$ cat src/rtl/ext_uart_pkg.sv
// Shared definitions for the ext_uart bus-attached 8N1 UART.
package ext_uart_pkg;

  localparam logic [1:0] REG_DATA   = 2'd0;
  localparam logic [1:0] REG_STATUS = 2'd1;
  localparam logic [1:0] REG_DIV    = 2'd2;

  localparam int ST_TX_FULL    = 0;
  localparam int ST_TX_IDLE    = 1;
  localparam int ST_RX_AVAIL   = 2;
  localparam int ST_RX_OVR     = 3;
  localparam int ST_FRAME_ERR  = 4;
  localparam int ST_RX_CNT_LSB = 8;

  localparam logic [15:0] DIV_MIN = 16'd4;

  // state | meaning: IDLE line high | START start bit | DATA 8 bits LSB first | STOP stop bit
  typedef enum logic [1:0] {TX_IDLE, TX_START, TX_DATA, TX_STOP} tx_state_t;
  typedef enum logic [1:0] {RX_IDLE, RX_START, RX_DATA, RX_STOP} rx_state_t;

  function automatic logic [15:0] clamp_div(input logic [15:0] v);
    return (v < DIV_MIN) ? DIV_MIN : v;
  endfunction

endpackage

$ cat src/rtl/ext_uart_if.sv
// External-bus slave port bundle for ext_uart.
interface ext_uart_if;
  logic [15:0] i_addr;
  logic        i_stb;
  logic [3:0]  i_we;
  logic        o_ack;
  logic [31:0] i_dat_w;
  logic [31:0] o_dat_r;

  modport master (output i_addr, i_stb, i_we, i_dat_w, input o_ack, o_dat_r);
  modport slave  (input i_addr, i_stb, i_we, i_dat_w, output o_ack, o_dat_r);
endinterface

$ cat src/rtl/ext_uart_sync_fifo.sv
// Synchronous first-word-fall-through FIFO; pointers carry one extra wrap bit.
module sync_fifo #(
  parameter int WIDTH = 8,
  parameter int DEPTH = 16
) (
  input  logic                     i_clk,
  input  logic                     i_rst,
  input  logic                     i_push,
  input  logic [WIDTH-1:0]         i_data,
  input  logic                     i_pop,
  output logic [WIDTH-1:0]         o_data,
  output logic                     o_full,
  output logic                     o_empty,
  output logic [$clog2(DEPTH):0]   o_count
);
  localparam int AW = $clog2(DEPTH);

  logic [WIDTH-1:0] r_mem [DEPTH];
  logic [AW:0]      r_wr_ptr;
  logic [AW:0]      r_rd_ptr;
  logic             w_do_push;
  logic             w_do_pop;

  assign o_empty = (r_wr_ptr == r_rd_ptr);
  assign o_full  = (r_wr_ptr[AW] != r_rd_ptr[AW]) && (r_wr_ptr[AW-1:0] == r_rd_ptr[AW-1:0]);
  assign o_count = r_wr_ptr - r_rd_ptr;
  assign o_data  = r_mem[r_rd_ptr[AW-1:0]];

  // A pop frees the slot, so a push into a full FIFO is legal in the same cycle.
  assign w_do_pop  = i_pop & ~o_empty;
  assign w_do_push = i_push & (~o_full | w_do_pop);

  always_ff @(posedge i_clk) begin
    if (w_do_push) r_mem[r_wr_ptr[AW-1:0]] <= i_data;
  end

  always_ff @(posedge i_clk or posedge i_rst) begin
    if (i_rst) begin
      r_wr_ptr <= '0;
      r_rd_ptr <= '0;
    end else begin
      if (w_do_push) r_wr_ptr <= r_wr_ptr + 1'b1;
      if (w_do_pop)  r_rd_ptr <= r_rd_ptr + 1'b1;
    end
  end
endmodule

$ cat src/rtl/ext_uart.sv
// Memory-mapped 8N1 UART: bus decode, TX/RX FSMs, RX synchronizer, sticky error flags.
module ext_uart
  import ext_uart_pkg::*;
#(
  parameter int DIV_RESET  = 434,
  parameter int FIFO_DEPTH = 16
) (
  input  logic      i_clk,
  input  logic      i_rst,
  ext_uart_if.slave bus,
  input  logic      i_rx,
  output logic      o_tx
);
  localparam int CW = $clog2(FIFO_DEPTH) + 1;

  // bus side
  logic        r_ack;
  logic [31:0] r_dat_r;
  logic [15:0] r_div;
  logic        r_rx_ovr;
  logic        r_frame_err;
  logic        w_accept;
  logic        w_wr;
  logic [1:0]  w_reg;
  logic [31:0] w_status;
  logic [31:0] w_rd_data;
  logic        w_tx_push;
  logic        w_rx_pop;
  logic        w_clr_ovr;
  logic        w_clr_ferr;

  // fifos
  logic [7:0]    w_tx_head;
  logic          w_tx_full;
  logic          w_tx_empty;
  logic [CW-1:0] w_tx_count;
  logic [7:0]    w_rx_head;
  logic          w_rx_full;
  logic          w_rx_empty;
  logic [CW-1:0] w_rx_count;

  // tx
  tx_state_t   r_tx_state;
  tx_state_t   w_tx_nxt;
  logic [15:0] r_tx_cnt;
  logic [15:0] r_tx_div;
  logic [2:0]  r_tx_bit;
  logic [7:0]  r_tx_shift;
  logic        w_tx_tc;
  logic        w_tx_load;
  logic        w_tx_line;

  // rx
  rx_state_t   r_rx_state;
  rx_state_t   w_rx_nxt;
  logic        r_rx_s1;
  logic        r_rx_s2;
  logic        r_rx_d;
  logic [15:0] r_rx_cnt;
  logic [15:0] r_rx_div;
  logic [2:0]  r_rx_bit;
  logic [7:0]  r_rx_shift;
  logic        w_rx_line;
  logic        w_rx_fall;
  logic        w_rx_tc;
  logic        w_rx_start;
  logic        w_rx_push;
  logic        w_set_ovr;
  logic        w_set_ferr;

  logic        w_unused;

  assign w_unused = ^{bus.i_addr[15:4], bus.i_addr[1:0], bus.i_dat_w[31:16], w_tx_count};

  assign w_accept   = bus.i_stb & ~r_ack;
  assign w_wr       = |bus.i_we;
  assign w_reg      = bus.i_addr[3:2];
  assign w_tx_push  = w_accept & w_wr & (w_reg == REG_DATA) & ~w_tx_full;
  assign w_rx_pop   = w_accept & ~w_wr & (w_reg == REG_DATA) & ~w_rx_empty;
  assign w_clr_ovr  = w_accept & w_wr & (w_reg == REG_STATUS) & bus.i_dat_w[ST_RX_OVR];
  assign w_clr_ferr = w_accept & w_wr & (w_reg == REG_STATUS) & bus.i_dat_w[ST_FRAME_ERR];

  always_comb begin
    w_status                          = '0;
    w_status[ST_TX_FULL]              = w_tx_full;
    w_status[ST_TX_IDLE]              = w_tx_empty & (r_tx_state == TX_IDLE);
    w_status[ST_RX_AVAIL]             = ~w_rx_empty;
    w_status[ST_RX_OVR]               = r_rx_ovr;
    w_status[ST_FRAME_ERR]            = r_frame_err;
    w_status[ST_RX_CNT_LSB +: 5]      = 5'(w_rx_count);
  end

  always_comb begin
    w_rd_data = '0;
    case (w_reg)
      REG_DATA:   w_rd_data = w_rx_empty ? 32'd0 : {24'd0, w_rx_head};
      REG_STATUS: w_rd_data = w_status;
      REG_DIV:    w_rd_data = {16'd0, r_div};
      default:    w_rd_data = '0;
    endcase
  end

  always_ff @(posedge i_clk or posedge i_rst) begin
    if (i_rst) begin
      r_ack       <= 1'b0;
      r_dat_r     <= '0;
      r_div       <= 16'(DIV_RESET);
      r_rx_ovr    <= 1'b0;
      r_frame_err <= 1'b0;
    end else begin
      r_ack       <= w_accept;
      r_dat_r     <= (w_accept & ~w_wr) ? w_rd_data : 32'd0;
      if (w_accept & w_wr & (w_reg == REG_DIV)) r_div <= clamp_div(bus.i_dat_w[15:0]);
      // set wins over a same-cycle clear
      r_rx_ovr    <= (r_rx_ovr & ~w_clr_ovr) | w_set_ovr;
      r_frame_err <= (r_frame_err & ~w_clr_ferr) | w_set_ferr;
    end
  end

  assign bus.o_ack   = r_ack;
  assign bus.o_dat_r = r_dat_r;

  sync_fifo #(.WIDTH(8), .DEPTH(FIFO_DEPTH)) u_tx_fifo (
    .i_clk   (i_clk),
    .i_rst   (i_rst),
    .i_push  (w_tx_push),
    .i_data  (bus.i_dat_w[7:0]),
    .i_pop   (w_tx_load),
    .o_data  (w_tx_head),
    .o_full  (w_tx_full),
    .o_empty (w_tx_empty),
    .o_count (w_tx_count)
  );

  sync_fifo #(.WIDTH(8), .DEPTH(FIFO_DEPTH)) u_rx_fifo (
    .i_clk   (i_clk),
    .i_rst   (i_rst),
    .i_push  (w_rx_push),
    .i_data  (r_rx_shift),
    .i_pop   (w_rx_pop),
    .o_data  (w_rx_head),
    .o_full  (w_rx_full),
    .o_empty (w_rx_empty),
    .o_count (w_rx_count)
  );

  // ---------------- TX ----------------
  assign w_tx_tc = (r_tx_cnt == 16'd0);

  always_ff @(posedge i_clk or posedge i_rst) begin
    if (i_rst) r_tx_state <= TX_IDLE;
    else       r_tx_state <= w_tx_nxt;
  end

  always_comb begin
    w_tx_nxt = r_tx_state;
    case (r_tx_state)
      TX_IDLE:  if (!w_tx_empty) w_tx_nxt = TX_START;
      TX_START: if (w_tx_tc) w_tx_nxt = TX_DATA;
      TX_DATA:  if (w_tx_tc && r_tx_bit == 3'd7) w_tx_nxt = TX_STOP;
      TX_STOP:  if (w_tx_tc) w_tx_nxt = w_tx_empty ? TX_IDLE : TX_START;
      default:  w_tx_nxt = TX_IDLE;
    endcase
  end

  always_comb begin
    w_tx_line = 1'b1;
    w_tx_load = 1'b0;
    case (r_tx_state)
      TX_IDLE:  w_tx_load = !w_tx_empty;
      TX_START: w_tx_line = 1'b0;
      TX_DATA:  w_tx_line = r_tx_shift[0];
      TX_STOP:  w_tx_load = w_tx_tc && !w_tx_empty;
      default:  w_tx_line = 1'b1;
    endcase
  end

  // o_tx decodes the async-reset state register, so reset forces the line high at once
  assign o_tx = w_tx_line;

  always_ff @(posedge i_clk or posedge i_rst) begin
    if (i_rst) begin
      r_tx_cnt   <= '0;
      r_tx_div   <= DIV_MIN;
      r_tx_bit   <= '0;
      r_tx_shift <= '0;
    end else if (w_tx_load) begin
      r_tx_shift <= w_tx_head;
      r_tx_div   <= r_div;
      r_tx_cnt   <= r_div - 16'd1;
      r_tx_bit   <= 3'd0;
    end else if (r_tx_state != TX_IDLE) begin
      if (w_tx_tc) begin
        r_tx_cnt <= r_tx_div - 16'd1;
        if (r_tx_state == TX_DATA) begin
          r_tx_shift <= r_tx_shift >> 1;
          r_tx_bit   <= r_tx_bit + 3'd1;
        end
      end else begin
        r_tx_cnt <= r_tx_cnt - 16'd1;
      end
    end
  end

  // ---------------- RX ----------------
  always_ff @(posedge i_clk or posedge i_rst) begin
    if (i_rst) begin
      r_rx_s1 <= 1'b1;
      r_rx_s2 <= 1'b1;
      r_rx_d  <= 1'b1;
    end else begin
      r_rx_s1 <= i_rx;
      r_rx_s2 <= r_rx_s1;
      r_rx_d  <= r_rx_s2;
    end
  end

  assign w_rx_line = r_rx_s2;
  assign w_rx_fall = r_rx_d & ~r_rx_s2;
  assign w_rx_tc   = (r_rx_cnt == 16'd0);

  always_ff @(posedge i_clk or posedge i_rst) begin
    if (i_rst) r_rx_state <= RX_IDLE;
    else       r_rx_state <= w_rx_nxt;
  end

  always_comb begin
    w_rx_nxt = r_rx_state;
    case (r_rx_state)
      RX_IDLE:  if (w_rx_fall) w_rx_nxt = RX_START;
      RX_START: if (w_rx_tc) w_rx_nxt = w_rx_line ? RX_IDLE : RX_DATA;
      RX_DATA:  if (w_rx_tc && r_rx_bit == 3'd7) w_rx_nxt = RX_STOP;
      RX_STOP:  if (w_rx_tc) w_rx_nxt = RX_IDLE;
      default:  w_rx_nxt = RX_IDLE;
    endcase
  end

  always_comb begin
    w_rx_start = 1'b0;
    w_rx_push  = 1'b0;
    w_set_ovr  = 1'b0;
    w_set_ferr = 1'b0;
    case (r_rx_state)
      RX_IDLE: w_rx_start = w_rx_fall;
      RX_STOP: begin
        w_rx_push  = w_rx_tc & w_rx_line & ~w_rx_full;
        w_set_ovr  = w_rx_tc & w_rx_line & w_rx_full;
        w_set_ferr = w_rx_tc & ~w_rx_line;
      end
      default: w_rx_start = 1'b0;
    endcase
  end

  // first sample lands mid start bit, every later one a full bit apart
  always_ff @(posedge i_clk or posedge i_rst) begin
    if (i_rst) begin
      r_rx_cnt   <= '0;
      r_rx_div   <= DIV_MIN;
      r_rx_bit   <= '0;
      r_rx_shift <= '0;
    end else if (w_rx_start) begin
      r_rx_div <= r_div;
      r_rx_cnt <= (r_div >> 1) - 16'd1;
      r_rx_bit <= 3'd0;
    end else if (r_rx_state != RX_IDLE) begin
      if (w_rx_tc) begin
        r_rx_cnt <= r_rx_div - 16'd1;
        if (r_rx_state == RX_DATA) begin
          r_rx_shift <= {w_rx_line, r_rx_shift[7:1]};
          r_rx_bit   <= r_rx_bit + 3'd1;
        end
      end else begin
        r_rx_cnt <= r_rx_cnt - 16'd1;
      end
    end
  end
endmodule

$ cat src/flat_wrapper.sv
// flat-port wrapper written by rule: the top's interface ports become plain ports
module ext_uart_flat import ext_uart_pkg::*;
#(
  parameter int DIV_RESET  = 434,
  parameter int FIFO_DEPTH = 16
)
  (i_clk, i_rst, i_rx, o_tx, bus_i_addr, bus_i_stb, bus_i_we, bus_i_dat_w, bus_o_ack, bus_o_dat_r);
  ext_uart_if bus_i ();
  input  logic i_clk;
  input  logic i_rst;
  input  logic i_rx;
  output logic o_tx;
  input wire logic [$bits(bus_i.i_addr)-1:0] bus_i_addr;
  input wire logic [$bits(bus_i.i_stb)-1:0] bus_i_stb;
  input wire logic [$bits(bus_i.i_we)-1:0] bus_i_we;
  input wire logic [$bits(bus_i.i_dat_w)-1:0] bus_i_dat_w;
  output wire logic [$bits(bus_i.o_ack)-1:0] bus_o_ack;
  output wire logic [$bits(bus_i.o_dat_r)-1:0] bus_o_dat_r;
  assign bus_i.i_addr = bus_i_addr;
  assign bus_i.i_stb = bus_i_stb;
  assign bus_i.i_we = bus_i_we;
  assign bus_i.i_dat_w = bus_i_dat_w;
  assign bus_o_ack = bus_i.o_ack;
  assign bus_o_dat_r = bus_i.o_dat_r;
  ext_uart #(.DIV_RESET(DIV_RESET), .FIFO_DEPTH(FIFO_DEPTH)) u_core (.i_clk(i_clk), .i_rst(i_rst), .bus(bus_i), .i_rx(i_rx), .o_tx(o_tx));
endmodule
$ cat config.mk
export PLATFORM = sky130hd
export DESIGN_NAME = ext_uart_flat
export DESIGN_NICKNAME = d
export VERILOG_FILES = /design/src/rtl/ext_uart_pkg.sv /design/src/rtl/ext_uart_if.sv /design/src/rtl/ext_uart_sync_fifo.sv /design/src/rtl/ext_uart.sv /design/src/flat_wrapper.sv
export SDC_FILE = /design/constraint.sdc
export NUM_CORES = 1
export LEC_CHECK = 0
export BUFFER_PORTS_ARGS = -buffer_cell sky130_fd_sc_hd__buf_2
export CAP_MARGIN = 25
export CORE_UTILIZATION = 60
export DETAILED_ROUTE_END_ITERATION = 7
export PLACE_DENSITY = 0.78
export SYNTH_ARGS = -nofsm -noshare
export SYNTH_HDL_FRONTEND = slang
export SYNTH_SLANG_ARGS = --single-unit
$ cat constraint.sdc
create_clock -name i_clk -period 6.6 [get_ports i_clk]
set_clock_uncertainty 0.05 [all_clocks]
set_input_delay 0.66 -clock i_clk [delete_from_list [all_inputs] [get_ports i_clk]]
set_output_delay 0.66 -clock i_clk [all_outputs]
set_load 0.1 [all_outputs]
# ---- Word level (Yosys, flattened, before mapping)
# Memories as Yosys holds them, arrays and structs flattened.
# Index checks and enable logic that the tools add are counted.
dict set report totals {
  input_bits 56
  ff_bits 164
  wordCells 168
  ramBits 256
  mem_count 2
}
# name words word_bits rd rd_clocked_by_memory_dff wr line_no
set memory_table {}
lappend memory_table {u_core.u_rx_fifo.r_mem 16 8 1 0 1 ext_uart_sync_fifo.sv:18} ;# logic [WIDTH-1:0] r_mem [DEPTH];
lappend memory_table {u_core.u_tx_fifo.r_mem 16 8 1 0 1 ext_uart_sync_fifo.sv:18}
dict set report classes {
  eq_ne 24
  reduce_logical 25
  n_lt_le_gt_ge 1
  n_bitwise 37
  mux 44
  n_addsub 13
}
# cell n
set op_table {}
lappend op_table {{$mux 16} 7}
lappend op_table {{$pmux 32 s3} 1}
lappend op_table {{$sub 16x1->16 const B} 5}
lappend op_table {{$mux 8} 5}
lappend op_table {{$logic_not 16->1} 2}
lappend op_table {{$mux 32} 1}
lappend op_table {{$mux 3} 8}
lappend op_table {{$and 1x1->1} 23}
lappend op_table {{$add 5x1->5 const B} 4}
lappend op_table {{$mux 2} 9}
lappend op_table {{$lt 16x3->1 const B} 1}
lappend op_table {{$pmux 2 s4} 2}
lappend op_table {{$reduce_bool 2->1} 8}
lappend op_table {{$sub 15x1->16 const B} 1}
lappend op_table {{$ne 2x1->1 const B} 7}
lappend op_table {{$reduce_and 4->1} 3}
lappend op_table {{$eq 2x2->1 const B} 5}
lappend op_table {{$eq 5x5->1} 2}
lappend op_table {{$not 1->1} 10}
lappend op_table {{$mux 1} 9}
lappend op_table {{$eq 4x4->1} 2}
lappend op_table {{$add 3x1->3 const B} 2}
lappend op_table {{$eq 2x1->1 const B} 3}
lappend op_table {{$eq 3x3->1 const B} 2}
lappend op_table {{other kinds (10)} 22}

# ---- Depth between registers and ports, before layout
# Gate-level depths: netlist of run 1.
dict set report logic_depth {
  depth_word 10
  mapped_depth 18
  ltp_nobuf 14
}

# ---- Hierarchy
# Synthesis of run 1 repeated with hierarchy kept, for this count alone.
dict set report unflattened {
  cells_unflattened 1320
  area_unflattened_um2 18051.1
}
# module instances seq_area_each_um2 cells_per_inst area_each_um2
set by_module_without_submodules {}
lappend by_module_without_submodules {sync_fifo 2 4093.9 299 5695.5}
lappend by_module_without_submodules {ext_uart 1 3215.6 722 6660.1}

# ---- Worst setup path before layout of run 1
# No wires, ideal clock.
dict set report synth_timing {
  path_kind {flip-flop to flip-flop}
  startpoint {register u_core.r_tx_cnt[0]}
  endpoint {register u_core.r_tx_cnt[12]}
  stages_incl_launch_ff 16
  path_buffers 2
  required_time_ns 6.424
  setup_slack_ns 1.996
  setup_time_ns 0.126
  arrival_ns 4.428
  path_cell_list {dfrtp_1 > or4_4 > nor2_2 > a31oi_2 > nor2_1 > clkbuf_1 > clkbuf_1 > nor2_1 > a21oi_1 > ha_1 > or3b_4 > or4_4 > or3_1 > and2_4 > or3_1 > a221o_1}
}
dict set report synth_via {
  elab_chain_len 4
  elab_cells_between_ends 8
  classes_between {add/sub: 1; mux: 4; reduce/logical: 3}
}
# element line_no
set synth_rtl {}
lappend synth_rtl {{from (decl)} ext_uart.sv:45} ;# logic [15:0] r_tx_cnt;
lappend synth_rtl {{from (signal assigned)} ext_uart.sv:190} ;# r_tx_cnt <= r_div - 16'd1;
lappend synth_rtl {{from (signal assigned)} ext_uart.sv:194} ;# r_tx_cnt <= r_tx_div - 16'd1;
lappend synth_rtl {{from (signal assigned)} ext_uart.sv:200} ;# r_tx_cnt <= r_tx_cnt - 16'd1;
lappend synth_rtl {{$sub 16x1->16 or $logic_not 16->1 (tied branches)} {ext_uart.sv:200, ext_uart.sv:148}}
lappend synth_rtl {{$mux 16 or $logic_and 1x1->1 (tied branches)} {ext_uart.sv:193, ext_uart.sv:173}}
lappend synth_rtl {{$mux 16 or $pmux 1 s2 (tied branches)} {ext_uart.sv:192, ext_uart.sv:169}}
lappend synth_rtl {{$mux 16 or $reduce_bool 2->1 (tied branches)} -}
# Several ways; a longest one is shown, not always the timed one. The select of a mux whose other input is x is not followed.
# A chain may end at the register's enable or synchronous reset.

# ---- Worst setup path in the final report of run 1
dict set report layout_timing {
  startpoint {register u_core.u_tx_fifo.r_rd_ptr[1]}
  endpoint {register u_core.r_tx_cnt[12]}
}
dict set report layout_via {
  elab_chain_len 5
  elab_cells_between_ends 6
  classes_between {eq/ne: 1; mux: 2; reduce/logical: 3}
}
# element line_no
set layout_rtl {}
lappend layout_rtl {{from (decl)} ext_uart_sync_fifo.sv:20} ;# logic [AW:0] r_rd_ptr;
lappend layout_rtl {{from (signal assigned)} ext_uart_sync_fifo.sv:43} ;# if (w_do_pop) r_rd_ptr <= r_rd_ptr + 1'b1;
lappend layout_rtl {{$eq 5x5->1 (*)} ext_uart_sync_fifo.sv:24} ;# assign o_empty = (r_wr_ptr == r_rd_ptr);
lappend layout_rtl {{$logic_not 1->1 (*)} -}
lappend layout_rtl {{$logic_and 1x1->1} ext_uart.sv:173} ;# TX_STOP: w_tx_load = w_tx_tc && !w_tx_empty;
lappend layout_rtl {{$pmux 1 s2 (*)} ext_uart.sv:169} ;# case (r_tx_state)
lappend layout_rtl {{$mux 16 or $reduce_bool 2->1 (tied branches)} -}
# Mark *: on every way between the ends. The rest lies on a longest branch, timed or not.

==> results of run 1 <==
[flip-flops by register name, indices dropped and copies added, names as in the netlist, 5 cells and up, named ones only]
register	cells
u_core.u_tx_fifo.r_wr_ptr	5
u_core.u_tx_fifo.r_mem	128
u_core.r_div	16
u_core.u_rx_fifo.r_rd_ptr	5
u_core.u_rx_fifo.r_mem	128
u_core.u_tx_fifo.r_rd_ptr	5
u_core.r_rx_cnt	16
u_core.r_rx_div	16
u_core.r_tx_cnt	16
u_core.u_rx_fifo.r_wr_ptr	5
u_core.r_tx_div	16
u_core.r_rx_shift	8
u_core.r_tx_shift	8
u_core.bus.o_dat_r	16
[metal layers]
layer  up-vias  part of all wire  global-route usage
li1       4913                 -                   -
met1      5671              0.41              0.3953
met2       567              0.48              0.4413
met3        91             0.076             0.04482
met4         0             0.029             0.08949
met5         -                 0                   0
[cell families (layout without fill, tap and decap cells)]
family	Yosys count	in the layout	share of synthesized area
and+or+nand+nor	408	408	0.1035
DFF	404	404	0.6359
AOI/OAI and AO/OA	192	192	0.07012
muxes	112	112	0.1194
buffers and inverters	105	159	0.02651
xor gates and xnor gates	53	53	0.02588
adders and majority gates	26	26	0.01856
other	1	16	0.0002091
[critical path, stage by stage (launching register included)]
cell and delay (ns):
dfrtp_1 0.33, buf_4 0.42, xnor2_1 0.22, nand4_1 0.20, o21bai_1 0.63, nor2_2 0.14
nand2_1 0.12, o21a_1 0.14, ha_1 0.25, or3b_4 0.43, or4_4 0.55, or3_1 0.36
and2_4 0.17, or3_1 0.35, a221o_1 0.32
[metrics by stage]
stage               hold WS, ns  area [um2]  setup slack (ns)  utilization
finish                   0.1696       19830             1.791       0.6817
global route             0.1562       19830             1.470       0.6817
CTS                      0.1595       19800             1.816       0.6807
global placement         0.3037       18470             1.958       0.6350
floorplan                0.2952       17990             1.927            -
detailed placement       0.3035       18480             1.857       0.6354
[final timing paths]
| path | end | depth (start not counted) | from | slack, ns |
|---|---|---|---|---|
| worst max-delay path | u_core.r_tx_cnt[12] | 14 | u_core.u_tx_fifo.r_rd_ptr[1] | 1.79 |
| min in group asynchronous | u_core.bus.o_ack | 2 | i_rst | 0.20 |
| worst min-delay path | u_core.r_rx_s1 | 1 | i_rx | 0.17 |
| max in group asynchronous | u_core.r_div[1] | 4 | i_rst | 5.27 |
| worst max register to register | u_core.r_tx_cnt[12] | 14 | u_core.u_tx_fifo.r_rd_ptr[1] | 1.79 |
| worst min register to register | u_core.r_rx_s2 | 0 | u_core.r_rx_s1 | 0.32 |
[synth_stat cells (all sizes together), types with 8 or more instances]
cell / count
mux2i: 17
mux4: 80
ha: 25
xnor2: 34
a21oi: 46
mux2: 15
inv: 19
nor4: 14
nor2: 82
dfrtp: 138
nand4: 10
dfstp: 10
a211oi: 9
o31ai: 8
xor2: 19
nand2: 203
edfxtp: 256
a31oi: 8
buf: 39
nor3: 31
clkbuf: 47
a22oi: 11
o21ai: 53
or3: 13
[layout make-up]
cell class,count,area share
clock buffer,47,0.05287
clock inverter,26,0.01363
inverter,19,0.003849
multi-input combinational,807,0.3091
sequential,404,0.5752
tap,384,0.02423
timing repair buffer,67,0.02114
[power by group]
group	internal (W)	switching, W	leakage (nW)
registers	0.00297	0.000346	4.29
logic	0.000793	0.00110	2.60
clock network	0.00131	0.000969	0.646
==> results.tsv, run 1 <==
stage	metric	value	unit
pwr	power_density	377.3	nW/um2
finish	layout_common_cells	edfxtp_1, nand2_1, dfrtp_1	
finish	finalNonFillerCells	1754	
setup_path	endpoint_kind	flop	
finish	multi_input_area	6130	um2
clock_network	ctsResizeCount	0	
setup_path	required	6.97	ns
clock_network	cts.sinks	404	
setup_path	crit_path_max_fanout	36	
route	ant_nets	0	
timing	finalSetupViolCount	0	
place	gp_congestion	0.8784	
setup_path	path_class	flop to flop	
finish	final_common_cell	edfxtp_1	
global_routing	grt_pass1_vias	11100	
timing	min_period_over_period	0.7286	
timing	fmax	0.2080	GHz
finish	nets	1421	
timing	slew_viol_final	0	
place	io_buffers	43	
synthesis	synth.distinct_cells	76	
place	dp_cells	1680	
clock_network	cts_hold_buf	0	
finish	area_growth	10.58	%
global_routing	grt_max_degree	78	
timing	relSlewSlack	0.3172	
synthesis	async_reset_ff_frac	0.3663	
clock_network	postCtsSetupRepairBufs	0	
pwr	ir_drop	0.2355	mV
clock_network	worstSkewPairLatency	0.54	ns
route	wl_per_cell	23.33	um
timing	fin_setup_tns	0	ns
run	cap_violations	0	
route	wl	40920	um
pwr	power	0.007482	W
timing	hold_viol	0	
synthesis	synth_edf_count	256	
synthesis	avgSynthCellArea	13.78	um2
global_routing	grt_first_pass_wirelength	64670	um
clock_network	cts_max_level	2	
global_routing	antenna_found_initial	0	
global_routing	track_usage	0.2771	
floorplan	die_y	174.9	um
synthesis	ys_warn_count	0	
global_routing	overflow	0	
floorplan	start_util	0.6165	
clock_network	cts_tree	done	
synthesis	yosysTopAreaCell	edfxtp_1	
synthesis	synth.area.top_cells	edfxtp_1, dfrtp_1, mux4_2	
clock_network	cts_root_buffer	clkbuf_16	
finish	fillers	1939	
finish	diodes	0	
pwr	p_leak	7.530	nW
timing	tightest_slew	1.020	ns
synthesis	ys_seq_elements	404	
synthesis	yosysSeqAreaShare	0.6359	
route	vias_per_cell	6.409	
route	vias	11240	
clock_network	numCtsBuffers	40	
setup_path	start_kind	flop	
synthesis	ys.flop_type	edfxtp_1	
timing	rsz0062_at_grt	no	
timing	period_minus_slack	4.809	ns
finish	regArea	11410	um2
route	first_pass_iters	5	
floorplan	die-area	30580	um2
floorplan	die_w	174.9	um
outcome	status	finished clean	
clock_network	clk_pin_slew	0.07	ns
synthesis	netlist_area	17930	um2
synthesis	syn_inst	1301	
route	drc	0	
floorplan	core	29090	um2
synthesis	synth_top_cell_area_share	0.4287	
min_path	hold_class	primary input to flop	
floorplan	rows	62	
place	hpwl	24850	um
clock_network	cts.path.max_buffers	3	
floorplan	io_pins	90	
finish	drive_gt1_frac	0.1876	
route	drtIter0Drc	1157	
setup_path	cp.arrival	5.18	ns
(Power assumes the default switching activity.)
==> run 2, diff against run 1 <==
- CORE_UTILIZATION: 60 -> 55
- PLACE_DENSITY: 0.78 -> 0.76
- clock period: 6.6 -> 4 ns (I/O delays scaled with it)
==> results.tsv, run 2 (synthesized netlist as in run 1, its figures left out) <==
stage	metric	value	unit	change
pwr	p_seq_frac	0.426		-0.017
route	vias_per_cell	6.143		-4.2%
clock_network	numCtsBuffers	41		+2.5%
min_path	hold_class	primary input to flop		
timing	relSlewSlack	0.2623		-0.05490
floorplan	die-area	33330	um2	+9.0%
finish	layout_common_cells	edfxtp_1, nand2_1, dfrtp_1		
finish	fillers	2244		+16%
global_routing	track_usage	0.2541		-0.02292
timing	min_period_over_period	0.9662		+0.2376
pwr	clockPowerShare	0.296		-0.009
timing	hold_viol	0		unchanged
setup_path	cp_top_family	simple AND/OR/NAND/NOR gates		
finish	diodes	0		unchanged
pwr	p_int	0.008556	W	+69%
place	gp_congestion	0.9091		+3.5%
timing	tightest_slew	1.096	ns	+0.07670 ns
setup_path	crit_path_max_fanout	4		-89%
route	vias	11350		+0.98%
place	place_area	18850	um2	+2.0%
clock_network	cts_max_level	2		unchanged
place	io_buffers	43		unchanged
setup_path	cp.arrival	4.23	ns	-0.95 ns
timing	finalSetupViolCount	0		unchanged
route	wl_per_cell	22.02	um	-5.6%
setup_path	endpoint_kind	flop		
setup_path	required	4.36	ns	-2.61 ns
global_routing	grt_pass1_vias	11460		+3.2%
route	drtIter0Drc	1167		+0.86%
setup_path	crit_chain	or4_4 -> nor2_4 -> a31oi_4 -> nor2_4 -> o21a_1 -> ha_2 -> or3b_4 -> or4_4 -> or3_4 -> and2_4 -> or3_1 -> a221o_1		
clock_network	cts_tree	done		
finish	finalNonFillerCells	1848		+5.4%
place	hpwl	26570	um	+6.9%
pwr	p_comb_frac	0.278		+0.025
floorplan	rows	65		+4.8%
pwr	netSwitchingFraction	0.3220		about the same
global_routing	overflow	0		unchanged
finish	drive_gt1_frac	0.2166		+0.02897
setup_path	start_kind	flop		
global_routing	antenna_found_initial	1		+1
finish	nets	1465		+3.1%
place	dp_cells	1770		+5.4%
clock_network	worstSkewPairLatency	0.54	ns	about the same
setup_path	path_class	flop to flop		
pwr	p_switching	0.004064	W	+69%
global_routing	grt_max_degree	45		-42%
pwr	power_density	623.9	nW/um2	+65%
place	place_ws	0.01788	ns	-1.839 ns
route	ant_nets	0		unchanged
clock_network	clk_pin_slew	0.06	ns	about the same
clock_network	cts.sinks	404		unchanged
pwr	p_leak	7.722	nW	+2.5%
global_routing	grt_first_pass_wirelength	64610	um	about the same
finish	final_common_cell	edfxtp_1		
floorplan	die_y	182.6	um	+4.4%
timing	finalWorstSetupSlack	0.1352	ns	-1.656 ns
clock_network	cts_root_buffer	clkbuf_16		
setup_path	max_stage_delay	0.58	ns	-0.05 ns
route	first_pass_iters	6		+1
route	wl	40690	um	-0.56%
timing	period_minus_slack	3.865	ns	-0.9438 ns
timing	fmax	0.2587	GHz	+24%
pwr	ir_drop	0.3739	mV	+59%
timing	slew_viol_final	0		unchanged
route	drc	0		unchanged
finish	finalInstanceArea	20230	um2	+2.0%
floorplan	io_pins	90		unchanged
outcome	status	finished clean		
floorplan	die_w	182.6	um	+4.4%
floorplan	start_util	0.5640		-0.05251
floorplan	core	31800	um2	+9.3%
finish	area_growth	12.78	%	
setup_path	critPathBufInv	0		-1
clock_network	cts.path.max_buffers	3		unchanged
run	cap_violations	0		unchanged
setup_path	crit_path_top_delay_cell	or4_4		
## run 2: path summary, 6_finish.rpt
check	startpoint	end	slack [ns]	cells after the start
min	bus_i_dat_w[10]	u_core.r_div[10]	0.02	3
max reg2reg	u_core.r_tx_cnt[2]	u_core.r_tx_cnt[12]	0.14	12
max in group asynchronous	i_rst	u_core.r_tx_state[0]	2.29	4
min reg2reg	u_core.r_rx_s1	u_core.r_rx_s2	0.31	0
min in group asynchronous	i_rst	u_core.r_rx_cnt[15]	0.53	3
max	u_core.r_tx_cnt[2]	u_core.r_tx_cnt[12]	0.14	12
## run 2: area by class of cell
class | instances | area [um2] | share of cell area
sequential | 404 | 11410 | 0.5640
multi-input combinational | 807 | 6176 | 0.3054
clock buffer | 48 | 1062 | 0.05252
timing repair buffer | 110 | 723.2 | 0.03576
tap | 435 | 544.3 | 0.02691
clock inverter | 25 | 237.7 | 0.01175
inverter | 19 | 75.07 | 0.003712
## run 2: metrics by stage
step           total power [W]   TNS (ns)  utilization  hold WS (ns)
5_1_grt                0.01323  -0.009136       0.6360       0.04381
6_report               0.01262          0       0.6360       0.01795
3_5_place_dp          0.008875          0       0.5926        0.2996
2_1_floorplan         0.007845    -0.3895            -        0.2952
3_3_place_gp          0.008743          0       0.5926        0.2999
4_1_cts                0.01261          0       0.6342       0.01044
## run 2: timing repair
item,CTS,global route
hold endpoints to repair,13,0
endpoints found under the setup margin,0,1
hold buffers,2,0
resized for setup,0,9
buffers inserted,0,3
## run 2: routing by layer
layer | routed length, um | vias to the layer above | GRT usage
met2 | 19700 | 538 | 0.4087
li1 | - | 4998 | -
met4 | 1015 | 2 | 0.07395
met5 | 9 | - | 0
met3 | 3220 | 80 | 0.04390
met1 | 16750 | 5734 | 0.3588
## run 2: worst min-delay path, delay by kind of cell
| family | cells | cell delay [ns] |
|---|---|---|
| and+or+nand+nor | 2 | 0.08 |
| buffers and inverters | 1 | 0.08 |
## run 2: power by group through the flow
stage          clock [W]  combinational, W  sequential (W)
5_1_grt          0.00395           0.00386         0.00543
3_3_place_gp           0           0.00334         0.00540
3_5_place_dp           0           0.00345         0.00543
4_1_cts          0.00379           0.00347         0.00535
2_1_floorplan          0           0.00257         0.00528
6_report         0.00374           0.00351         0.00537
==> run 3, diff against run 2 <==
- ABC_AREA: default -> 1
==> results.tsv, run 3 <==
stage	metric	value	unit	change
synthesis	async_reset_ff_frac	0.3663		unchanged
place	dp_cells	2232		+26%
synthesis	synth.distinct_cells	54		-29%
pwr	power	0.01104	W	-13%
place	gp_congestion	0.8702		-4.3%
route	ant_nets	0		unchanged
place	place_area	18880	um2	+0.16%
setup_path	cp.arrival	3.49	ns	-0.74 ns
timing	min_period_over_period	0.7801		-0.1862
pwr	netSwitchingFraction	0.2927		-0.02935
synthesis	ys.flop_type	edfxtp_1		
setup_path	crit_path_top_delay_cell	dfrtp_2		
pwr	p_leak	8.224	nW	+6.5%
finish	diodes	0		unchanged
place	io_buffers	43		unchanged
global_routing	overflow	0		unchanged
synthesis	synth.area.top_cells	edfxtp_1, dfrtp_1, nand2_1		
synthesis	yosysTopAreaCell	edfxtp_1		
pwr	power_density	544.1	nW/um2	-13%
place	hpwl	27600	um	+3.9%
clock_network	cts_tree	done		
timing	finalSetupViolCount	0		unchanged
finish	multi_input_area	5776	um2	-6.5%
timing	fin_setup_tns	0	ns	unchanged
clock_network	ctsResizeCount	0		unchanged
route	vias	13010		+15%
finish	final_common_cell	nand2_1		
setup_path	cp.depth	16		+4
clock_network	cts.path.max_buffers	3		unchanged
min_path	hold_class	primary input to flop		
synthesis	ys_seq_elements	404		unchanged
floorplan	die_y	183.6	um	+0.57%
finish	nets	1917		+31%
synthesis	ys_warn_count	0		unchanged
route	wl_per_cell	18.34	um	-17%
synthesis	yosysSeqAreaShare	0.6286		-0.007280
synthesis	netlist_area	18140	um2	+1.2%
finish	drive_gt1_frac	0.1174		-0.09913
timing	rsz0062_at_grt	no		
pwr	p_seq_frac	0.452		+0.026
floorplan	io_pins	90		unchanged
pwr	p_int	0.007809	W	-8.7%
clock_network	cts_max_level	2		unchanged
setup_path	ff2ff_path_depth	16		+4
timing	relSlewSlack	0.4402		+0.1779
floorplan	start_util	0.5590		-0.004971
global_routing	grt_max_degree	66		+47%
synthesis	synth_edf_count	256		unchanged
setup_path	path_common_cell	nand2_1		
floorplan	rows	66		+1.5%
setup_path	endpoint_kind	flop		
finish	finalInstanceArea	20290	um2	+0.33%
setup_path	max_stage_delay	0.68	ns	+0.10 ns
timing	slew_viol_final	0		unchanged
route	drtIter0Drc	1183		+1.4%
timing	fmax	0.3205	GHz	+24%
synthesis	yosysMostFrequentCell	nand2_1		
clock_network	clk_pin_slew	0.06	ns	about the same
clock_network	cts.sinks	404		unchanged
route	first_pass_iters	5		-1
route	wl	42310	um	+4.0%
min_path	hold-path-cell-count	3		unchanged
global_routing	grt_pass1_vias	12400		+8.2%
pwr	p_switching	0.003231	W	-20%
setup_path	path_class	flop to flop		
finish	regArea	11410	um2	about the same
synthesis	avgSynthCellArea	10.20	um2	-26%
setup_path	critPathBufInv	2		+2
floorplan	die-area	33710	um2	+1.1%
clock_network	numCtsBuffers	41		unchanged
setup_path	cp_top_family	simple AND/OR/NAND/NOR gates		
global_routing	grt_first_pass_wirelength	66620	um	+3.1%
setup_path	crit_path_max_fanout	35		+31
finish	finalNonFillerCells	2307		+25%
synthesis	ys_top_cells_by_count	nand2_1, edfxtp_1, nor2_1		
setup_path	start_kind	flop		
synthesis	synth_top_cell_area_share	0.4238		-0.004908
synthesis	syn_inst	1779		+37%
pwr	p_comb_frac	0.187		-0.091
pwr	ir_drop	0.4055	mV	+8.4%
global_routing	track_usage	0.2547		+0.0005304
outcome	status	finished clean		
setup_path	required	4.37	ns	about the same
floorplan	core	32450	um2	+2.1%
route	vias_per_cell	5.639		-8.2%
finish	area_growth	11.86	%	
clock_network	cts_root_buffer	clkbuf_16		
global_routing	antenna_found_initial	0		-1
run	cap_violations	0		unchanged
clock_network	worstSkewPairLatency	0.54	ns	about the same
finish	fillers	2545		+13%
timing	tightest_slew	0.8365	ns	-0.2599 ns
route	drc	0		unchanged
timing	period_minus_slack	3.120	ns	-0.7446 ns
pwr	clockPowerShare	0.361		+0.065
timing	hold_viol	0		unchanged
finish	layout_common_cells	nand2_1, edfxtp_1, nor2_1		
setup_path	rrSetupSlack	0.88	ns	+0.74 ns
setup_path	crit_chain	nand2_1 -> nand2_1 -> nor2_4 -> nand3_4 -> nand3_4 -> o21ai_0 -> nand2_1 -> inv_1 -> ha_1 -> nand3_1 -> nor2_4 -> inv_1 -> nor2_2 -> nand3_1 -> nand3_1 -> nand2_1		
floorplan	die_w	183.6	um	+0.57%
## run 3: area by class of cell
cell class,instances,area share
Sequential cell,404,0.5621
Inverter,161,0.03009
Clock buffer,48,0.05395
Timing Repair Buffer,82,0.02713
Clock inverter,25,0.01486
Tap cell,442,0.02725
Multi-Input combinational cell,1145,0.2846
## run 3: per-layer routing
| layer | vias to the layer above | part of all wire | track usage |
|---|---|---|---|
| li1 | 6131 | - | - |
| met2 | 465 | 0.48 | 0.4150 |
| met5 | - | 0 | 0 |
| met1 | 6326 | 0.43 | 0.3498 |
| met4 | 0 | 0.032 | 0.09500 |
| met3 | 88 | 0.063 | 0.03467 |
## run 3: cells by family after synthesis
group | synth area share
simple gates | 0.1736
flops | 0.6286
mux | 0.004345
compound gates | 0.1077
fa+ha+maj | 0.01835
buf+inv | 0.05614
xor+xnor | 0.01110
other cells | 0.0002067
## run 3: path summary, 6_finish.rpt
kind | startpoint | to
max reg2reg | u_core.u_tx_fifo.r_rd_ptr[0] | u_core.r_tx_cnt[10]
max | u_core.u_tx_fifo.r_rd_ptr[0] | u_core.r_tx_cnt[10]
min | bus_i_dat_w[14] | u_core.r_div[14]
min in group asynchronous | i_rst | u_core.u_tx_fifo.r_rd_ptr[4]
min reg2reg | u_core.r_rx_s1 | u_core.r_rx_s2
max in group asynchronous | i_rst | u_core.r_div[7]
## run 3: through the flow
| step | util | hold slack (ns) | worst slack (ns) |
|---|---|---|---|
| final | 0.6253 | 0.03702 | 0.8798 |
| after global placement | 0.5810 | 0.2971 | 1.083 |
| after floorplan | - | 0.2952 | 0.7255 |
| after CTS | 0.6253 | 0.02448 | 0.8972 |
| after global routing | 0.6253 | 0.05326 | 0.5834 |
| after detailed placement | 0.5816 | 0.2975 | 0.9377 |
## run 3: power by group through the flow
stage | sequential [W] | clock (W) | combinational [W]
global placement | 0.00504 | 0 | 0.00196
global route | 0.00502 | 0.00417 | 0.00234
CTS | 0.00498 | 0.00402 | 0.00206
floorplan | 0.00500 | 0 | 0.00158
detailed placement | 0.00506 | 0 | 0.00203
finish | 0.00499 | 0.00398 | 0.00207
## run 3: timing repair
action                                 in CTS  in global routing
buffers inserted                            0                  0
hold buffers                                2                  0
endpoints found under the hold margin       5                  0
## run 3: worst register-to-register path, cell delays in order (launching register included)
cell     delay [ns]
dfrtp_2        0.68
nand2_1        0.14
nand2_1        0.15
nor2_4         0.06
nand3_4        0.12
nand3_4        0.35
o21ai_0        0.22
nand2_1        0.15
inv_1          0.12
ha_1           0.19
nand3_1        0.15
nor2_4         0.18
inv_1          0.08
nor2_2         0.15
nand3_1        0.08
nand3_1        0.08
nand2_1        0.07
